--- config.mk ---
export PLATFORM = sky130hd
export DESIGN_NAME = pa_spsram_1024x4_ctrl_flat
export DESIGN_NICKNAME = d
export VERILOG_FILES = /design/src/rtl/pa_spsram_1024x4_ctrl_if.sv /design/src/rtl/pa_spsram_1024x4_ctrl.sv /design/src/flat_wrapper.sv
export SDC_FILE = /design/constraint.sdc
export NUM_CORES = 1
export LEC_CHECK = 0
export CAP_MARGIN = 20
export CORE_UTILIZATION = 39
export CTS_CLUSTER_SIZE = 14
export DETAILED_ROUTE_END_ITERATION = 10
export PLACE_DENSITY = 0.84
export SLEW_MARGIN = 15
export SYNTH_ARGS = -nofsm -noshare
export SYNTH_HDL_FRONTEND = slang
export SYNTH_SLANG_ARGS = --single-unit
--- constraint.sdc ---
create_clock -name CLK -period 3 [get_ports CLK]
set_input_delay 0.6 -clock CLK [delete_from_list [all_inputs] [get_ports CLK]]
set_output_delay 0.6 -clock CLK [all_outputs]
set_load 0.01 [all_outputs]
--- src/rtl/pa_spsram_1024x4_ctrl_if.sv ---
// Client-side request/response bus of the 1024x4 SRAM access controller.
// The client drives requests and accepts read data; the controller is the slave.
interface pa_spsram_1024x4_ctrl_if #(
  parameter int ADDR_WIDTH = 10,
  parameter int DATA_WIDTH = 4
) ();

  logic                  req_vld;
  logic                  req_rdy;
  logic                  req_wr;
  logic [ADDR_WIDTH-1:0] req_addr;
  logic [DATA_WIDTH-1:0] req_wdata;
  logic [DATA_WIDTH-1:0] req_wmask;
  logic                  rsp_vld;
  logic                  rsp_rdy;
  logic [DATA_WIDTH-1:0] rsp_rdata;

  modport master (
    output req_vld, req_wr, req_addr, req_wdata, req_wmask, rsp_rdy,
    input  req_rdy, rsp_vld, rsp_rdata
  );

  modport slave (
    input  req_vld, req_wr, req_addr, req_wdata, req_wmask, rsp_rdy,
    output req_rdy, rsp_vld, rsp_rdata
  );

endinterface

--- src/rtl/pa_spsram_1024x4_ctrl.sv ---
// Access controller for the 1024x4 single-port SRAM wrapper.
// Clears the array to INIT_VAL after reset or on request, then serves
// single-beat reads/writes from a valid/ready client. SRAM pins are driven
// combinationally from the accepted request; read data comes straight from Q.
module pa_spsram_1024x4_ctrl #(
  parameter int                     ADDR_WIDTH = 10,
  parameter int                     DATA_WIDTH = 4,
  parameter logic [DATA_WIDTH-1:0]  INIT_VAL   = 4'h0
) (
  input  logic                  CLK,
  input  logic                  RST,
  input  logic                  clr_req,
  pa_spsram_1024x4_ctrl_if.slave bus,
  output logic                  init_done,
  output logic [ADDR_WIDTH-1:0] A,
  output logic                  CEN,
  output logic                  GWEN,
  output logic [DATA_WIDTH-1:0] WEN,
  output logic [DATA_WIDTH-1:0] D,
  input  logic [DATA_WIDTH-1:0] Q
);

  typedef enum logic [0:0] {
    ST_INIT = 1'b0,
    ST_RUN  = 1'b1
  } state_e;

  localparam logic [ADDR_WIDTH-1:0] CNT_ZERO = {ADDR_WIDTH{1'b0}};
  localparam logic [ADDR_WIDTH-1:0] CNT_ONE  = {{(ADDR_WIDTH-1){1'b0}}, 1'b1};
  localparam logic [ADDR_WIDTH-1:0] CNT_LAST = {ADDR_WIDTH{1'b1}};
  localparam logic [DATA_WIDTH-1:0] ALL_ONES = {DATA_WIDTH{1'b1}};
  localparam logic [DATA_WIDTH-1:0] ALL_ZERO = {DATA_WIDTH{1'b0}};

  state_e                state_q, state_d;
  logic [ADDR_WIDTH-1:0] cnt_q, cnt_d;
  logic                  rsp_vld_q, rsp_vld_d;
  logic                  clear_pend_q, clear_pend_d;
  logic                  init_done_q, init_done_d;

  logic                  req_rdy_s;
  logic                  rsp_stall_s;
  logic                  xfer_s;
  logic                  cen_s;
  logic                  gwen_s;
  logic [DATA_WIDTH-1:0] wen_s;
  logic [ADDR_WIDTH-1:0] a_s;
  logic [DATA_WIDTH-1:0] d_s;

  // State register: sweep counter, response valid, pending clear, init flag.
  always_ff @(posedge CLK) begin
    if (RST) begin
      state_q      <= ST_INIT;
      cnt_q        <= CNT_ZERO;
      rsp_vld_q    <= 1'b0;
      clear_pend_q <= 1'b0;
      init_done_q  <= 1'b0;
    end else begin
      state_q      <= state_d;
      cnt_q        <= cnt_d;
      rsp_vld_q    <= rsp_vld_d;
      clear_pend_q <= clear_pend_d;
      init_done_q  <= init_done_d;
    end
  end

  // Next-state and SRAM pin decode; pins idle (CEN=1) unless an access is made.
  always_comb begin
    state_d      = state_q;
    cnt_d        = cnt_q;
    rsp_vld_d    = rsp_vld_q;
    clear_pend_d = clear_pend_q;
    init_done_d  = init_done_q;
    req_rdy_s    = 1'b0;
    rsp_stall_s  = rsp_vld_q && !bus.rsp_rdy;
    xfer_s       = 1'b0;
    cen_s        = 1'b1;
    gwen_s       = 1'b1;
    wen_s        = ALL_ONES;
    a_s          = bus.req_addr;
    d_s          = bus.req_wdata;

    if (RST) begin
      // Reset keeps the SRAM idle; the register block restores state.
      req_rdy_s = 1'b0;
    end else begin
      case (state_q)
        ST_INIT: begin
          // Clear sweep: one full-word write per cycle; clr_req is ignored here.
          cen_s  = 1'b0;
          gwen_s = 1'b0;
          wen_s  = ALL_ZERO;
          a_s    = cnt_q;
          d_s    = INIT_VAL;
          cnt_d  = cnt_q + CNT_ONE;
          if (cnt_q == CNT_LAST) begin
            state_d     = ST_RUN;
            init_done_d = 1'b1;
          end else begin
            state_d     = ST_INIT;
          end
        end
        ST_RUN: begin
          // A stalled response or any clear request blocks new transfers,
          // which also keeps Q (and rsp_rdata) stable during backpressure.
          req_rdy_s = !rsp_stall_s && !clear_pend_q && !clr_req;
          xfer_s    = bus.req_vld && req_rdy_s;
          if (xfer_s) begin
            cen_s = 1'b0;
            if (bus.req_wr) begin
              gwen_s = 1'b0;
              wen_s  = ~bus.req_wmask;
            end else begin
              gwen_s = 1'b1;
              wen_s  = ALL_ONES;
            end
          end else begin
            cen_s = 1'b1;
          end

          if (xfer_s && !bus.req_wr) begin
            rsp_vld_d = 1'b1;
          end else if (bus.rsp_rdy) begin
            rsp_vld_d = 1'b0;
          end else begin
            rsp_vld_d = rsp_vld_q;
          end

          if (clear_pend_q && !rsp_stall_s) begin
            // Outstanding response drains this cycle; restart the sweep.
            state_d      = ST_INIT;
            cnt_d        = CNT_ZERO;
            init_done_d  = 1'b0;
            clear_pend_d = 1'b0;
            rsp_vld_d    = 1'b0;
          end else begin
            clear_pend_d = clear_pend_q || clr_req;
          end
        end
        default: begin
          state_d     = ST_INIT;
          cnt_d       = CNT_ZERO;
          init_done_d = 1'b0;
        end
      endcase
    end
  end

  assign bus.req_rdy   = req_rdy_s;
  assign bus.rsp_vld   = rsp_vld_q;
  assign bus.rsp_rdata = Q;
  assign init_done     = init_done_q;
  assign A             = a_s;
  assign CEN           = cen_s;
  assign GWEN          = gwen_s;
  assign WEN           = wen_s;
  assign D             = d_s;

endmodule

--- src/flat_wrapper.sv ---
// flat-port wrapper written by rule: the top's interface ports become plain ports
module pa_spsram_1024x4_ctrl_flat 
#(
  parameter int                     ADDR_WIDTH = 10,
  parameter int                     DATA_WIDTH = 4,
  parameter logic [DATA_WIDTH-1:0]  INIT_VAL   = 4'h0
)
  (CLK, RST, clr_req, init_done, A, CEN, GWEN, WEN, D, Q, bus_req_vld, bus_req_wr, bus_req_addr, bus_req_wdata, bus_req_wmask, bus_rsp_rdy, bus_req_rdy, bus_rsp_vld, bus_rsp_rdata);
  pa_spsram_1024x4_ctrl_if #(.ADDR_WIDTH(ADDR_WIDTH), .DATA_WIDTH(DATA_WIDTH)) bus_i ();
  input  logic CLK;
  input  logic RST;
  input  logic clr_req;
  output logic init_done;
  output logic [ADDR_WIDTH-1:0] A;
  output logic CEN;
  output logic GWEN;
  output logic [DATA_WIDTH-1:0] WEN;
  output logic [DATA_WIDTH-1:0] D;
  input  logic [DATA_WIDTH-1:0] Q;
  input wire logic [$bits(bus_i.req_vld)-1:0] bus_req_vld;
  input wire logic [$bits(bus_i.req_wr)-1:0] bus_req_wr;
  input wire logic [$bits(bus_i.req_addr)-1:0] bus_req_addr;
  input wire logic [$bits(bus_i.req_wdata)-1:0] bus_req_wdata;
  input wire logic [$bits(bus_i.req_wmask)-1:0] bus_req_wmask;
  input wire logic [$bits(bus_i.rsp_rdy)-1:0] bus_rsp_rdy;
  output wire logic [$bits(bus_i.req_rdy)-1:0] bus_req_rdy;
  output wire logic [$bits(bus_i.rsp_vld)-1:0] bus_rsp_vld;
  output wire logic [$bits(bus_i.rsp_rdata)-1:0] bus_rsp_rdata;
  assign bus_i.req_vld = bus_req_vld;
  assign bus_i.req_wr = bus_req_wr;
  assign bus_i.req_addr = bus_req_addr;
  assign bus_i.req_wdata = bus_req_wdata;
  assign bus_i.req_wmask = bus_req_wmask;
  assign bus_i.rsp_rdy = bus_rsp_rdy;
  assign bus_req_rdy = bus_i.req_rdy;
  assign bus_rsp_vld = bus_i.rsp_vld;
  assign bus_rsp_rdata = bus_i.rsp_rdata;
  pa_spsram_1024x4_ctrl #(.ADDR_WIDTH(ADDR_WIDTH), .DATA_WIDTH(DATA_WIDTH), .INIT_VAL(INIT_VAL)) u_core (.CLK(CLK), .RST(RST), .clr_req(clr_req), .bus(bus_i), .init_done(init_done), .A(A), .CEN(CEN), .GWEN(GWEN), .WEN(WEN), .D(D), .Q(Q));
endmodule
==> impl_metrics.ini, run 1 <==
[status]
status = completed

[synth]
syn_area_per_cell_um2 = 8.86
yosysTopAreaCell = dfxtp_1
synth_edf_count = 0
yosysMostFrequentCell = dfxtp_1
synth_area_um2 = 895
synth_seq_cells = 14
synth.area.top_cells = dfxtp_1 31%, mux2_2 13%, nor2_1 4.6%, buf_4 4.2%, nor2b_1 4.2%
synth.top_cell.area_share_pct = 31.3
synth_nets = 130
yosysUniqueCellTypes = 39
synth_warnings = 0
synthCells = 101
yosysSeqAreaShare_pct = 31.3
yosys-top-cells-count = 14 x dfxtp_1, 11 x nor2_1, 10 x mux2_2, 7 x nand2_1, 6 x nor2b_1
async_flop_share_pct = 0
synth_ff_type = dfxtp_1

[critical_path]
reg2reg_from = u_core.state_q$_SDFF_PP0_
cp.arrival_ps = 2290
critPathMaxStageDelay_ps = 480
path_cells = clkdlybuf4s50_1, nor2_4, mux2_2, clkdlybuf4s50_1
r2r_end = u_core.cnt_q[7]$_SDFFE_PP0P_
end_kind = output pin
cp_top_family = buffers and inverters
worst_ep_required_time_ps = 2400
rr_worst_depth = 4
crit_type = in -> out
crit_slowest_cell = clkdlybuf4s50_1
path_max_fanout = 13
critPathLaunchType = primary input
cpMostUsedCell = clkdlybuf4s50_1
cp.depth = 4
path_buf_inv = 2
r2r_slack_ps = 1520

[final_layout]
stdcell_count = 172
diodes = 0
fillers = 158
fin_area_um2 = 1390
utilization_pct = 67.2
syn_to_final_growth_pct = 54.8
nets = 175
drive_gt1_share_pct = 17.2

[global_route]
grt.total_usage_pct = 19.0
grt-ovfl-total = 0
antenna_found_initial = 0
grt_max_degree = 16
grt_pass1_wl_um = 3560
grt_pass1_vias = 798

[pwr]
powerDensity_nw_per_um2 = 324
peakVddDrop_mv = 0.212
finalPower_uw = 449
leakagePower_nw = 0.542

[clock_tree]
ctsRootBufferMaster = clkbuf_4
cts-resized-gates = 0
cts_tree = done
clk_pin_slew_ps = 80
cts.sinks = 14
htree_levels = 1
worstSkewPairLatency_ps = 300
numCtsBuffers = 3
post-cts-setup-buffers = 0
cts.path.max_buffers = 2
cts_hold_buffers = 0

[route]
vias = 928
first_pass_iters = 4
wirelength_um = 2320
dr.first_iter.drc_count = 10
ant_nets = 0
wl_per_cell_um = 13.5
via_per_inst = 5.40
drc = 0

[floorplanning]
io_pins = 55
die_w_um = 49.9
core_area_um2 = 2060
die_area_um2 = 2490
die_height_um = 49.9
initial_utilization_pct = 43.4
placementRows = 16

[placement]
dpl_cell_area_um2 = 1350
gp_congestion = 0.800
dp_cells = 168
port_buffers = 46
dp_slack_ps = 111
hpwl_um = 1740

[timing]
finalSetupTns_ps = 0
rsz0062_at_grt = no
hold_ws_ps = 476
finalHoldViolations = 0
slew_headroom_pct = 72.3
finClkSkew_ps = 6.47
period_share_pct = 96.4
worst_pin_slew_ps = 415
finalSetupViolCount = 0
final_max_slew_viol_count = 0
period_minus_slack_ps = 2890
max_freq_mhz = 346
fin_ws_ps = 107

[hold_path]
worstHoldEndpoint = u_core.init_done$_SDFFE_PP0P_
min_from = u_core.init_done$_SDFFE_PP0P_
min_path_type = reg -> reg
hold_depth = 1

[job]
maxCapViolCount = 0
## worst max-delay path by stage
stage / slack [ps] / startpoint / end
finish: 110 / RST / A[1]
global route: 50 / RST / WEN[0]
CTS: 110 / RST / A[1]
detailed placement: 110 / RST / A[1]
global placement: 140 / RST / A[2]
floorplan: 950 / RST / A[4]
## flip-flops by register name, summed over array words and instances, names as in the netlist
| register | flops |
|---|---|
| u_core.init_done | 1 |
| u_core.clear_pend_q | 1 |
| u_core.bus.rsp_vld | 1 |
| u_core.state_q | 1 |
| u_core.cnt_q | 10 |
## worst reg2reg max path, stage by stage, from the launching register on
cell and delay (ps):
dfxtp_1 580, clkinv_1 340, nand4_2 230, o211ai_1 110, o41ai_1 100
## logic make-up after synthesis
kind of cell,Yosys count,synth area share [%]
and+or+nand+nor,38,23.4
AOI/OAI and AO/OA,25,21.5
DFF,14,31.3
buffers and inverters,11,7.83
muxes,10,12.6
xor gates and xnor gates,2,1.96
adders and majority gates,1,1.40
## layout make-up
class	count	area [um^2]	area share, %
Sequential cell	14	280	20.2
Multi-Input combinational cell	76	544	39.3
Clock buffer	4	36.3	2.62
Timing Repair Buffer	49	483	34.9
Inverter	2	7.51	0.542
Tap cell	27	33.8	2.44
## power by group
| group | switching, mW | total (mW) | internal, mW |
|---|---|---|---|
| sequential | 0.00479 | 0.194 | 0.189 |
| combinational | 0.0383 | 0.111 | 0.0731 |
| clock | 0.0695 | 0.144 | 0.0742 |
| total | 0.113 | 0.449 | 0.337 |
## cells in the final DEF, fill, tap and decap left out, types with 2 or more instances in the layout
| master | count |
|---|---|
| o21ai_0 | 4 |
| dfxtp_1 | 14 |
| a31oi_1 | 2 |
| nand3_1 | 5 |
| mux2_2 | 10 |
| a21oi_1 | 2 |
| nand2_1 | 7 |
| a22oi_1 | 2 |
| and3_1 | 2 |
| clkdlybuf4s50_1 | 46 |
| nor2b_1 | 6 |
| nor2_1 | 11 |
| o211ai_1 | 2 |
| buf_4 | 3 |
| clkbuf_4 | 3 |
| o31ai_1 | 3 |
## metal layers
metal | vias up | wire [um] | GRT usage [%]
met2 | 51 | 1130 | 32.2
li1 | 453 | - | -
met3 | 5 | 192 | 4.01
met5 | - | 0 | 0
met4 | 0 | 55 | 11.4
met1 | 419 | 945 | 21.5
(Power assumes the default switching activity.)
==> run 2: changes to the inputs <==
Settings changed: ABC_CLOCK_PERIOD_IN_PS from default to 3000.
==> results of run 2 <==
No change in the layout: final DEF, timing and power equal those of run 1.
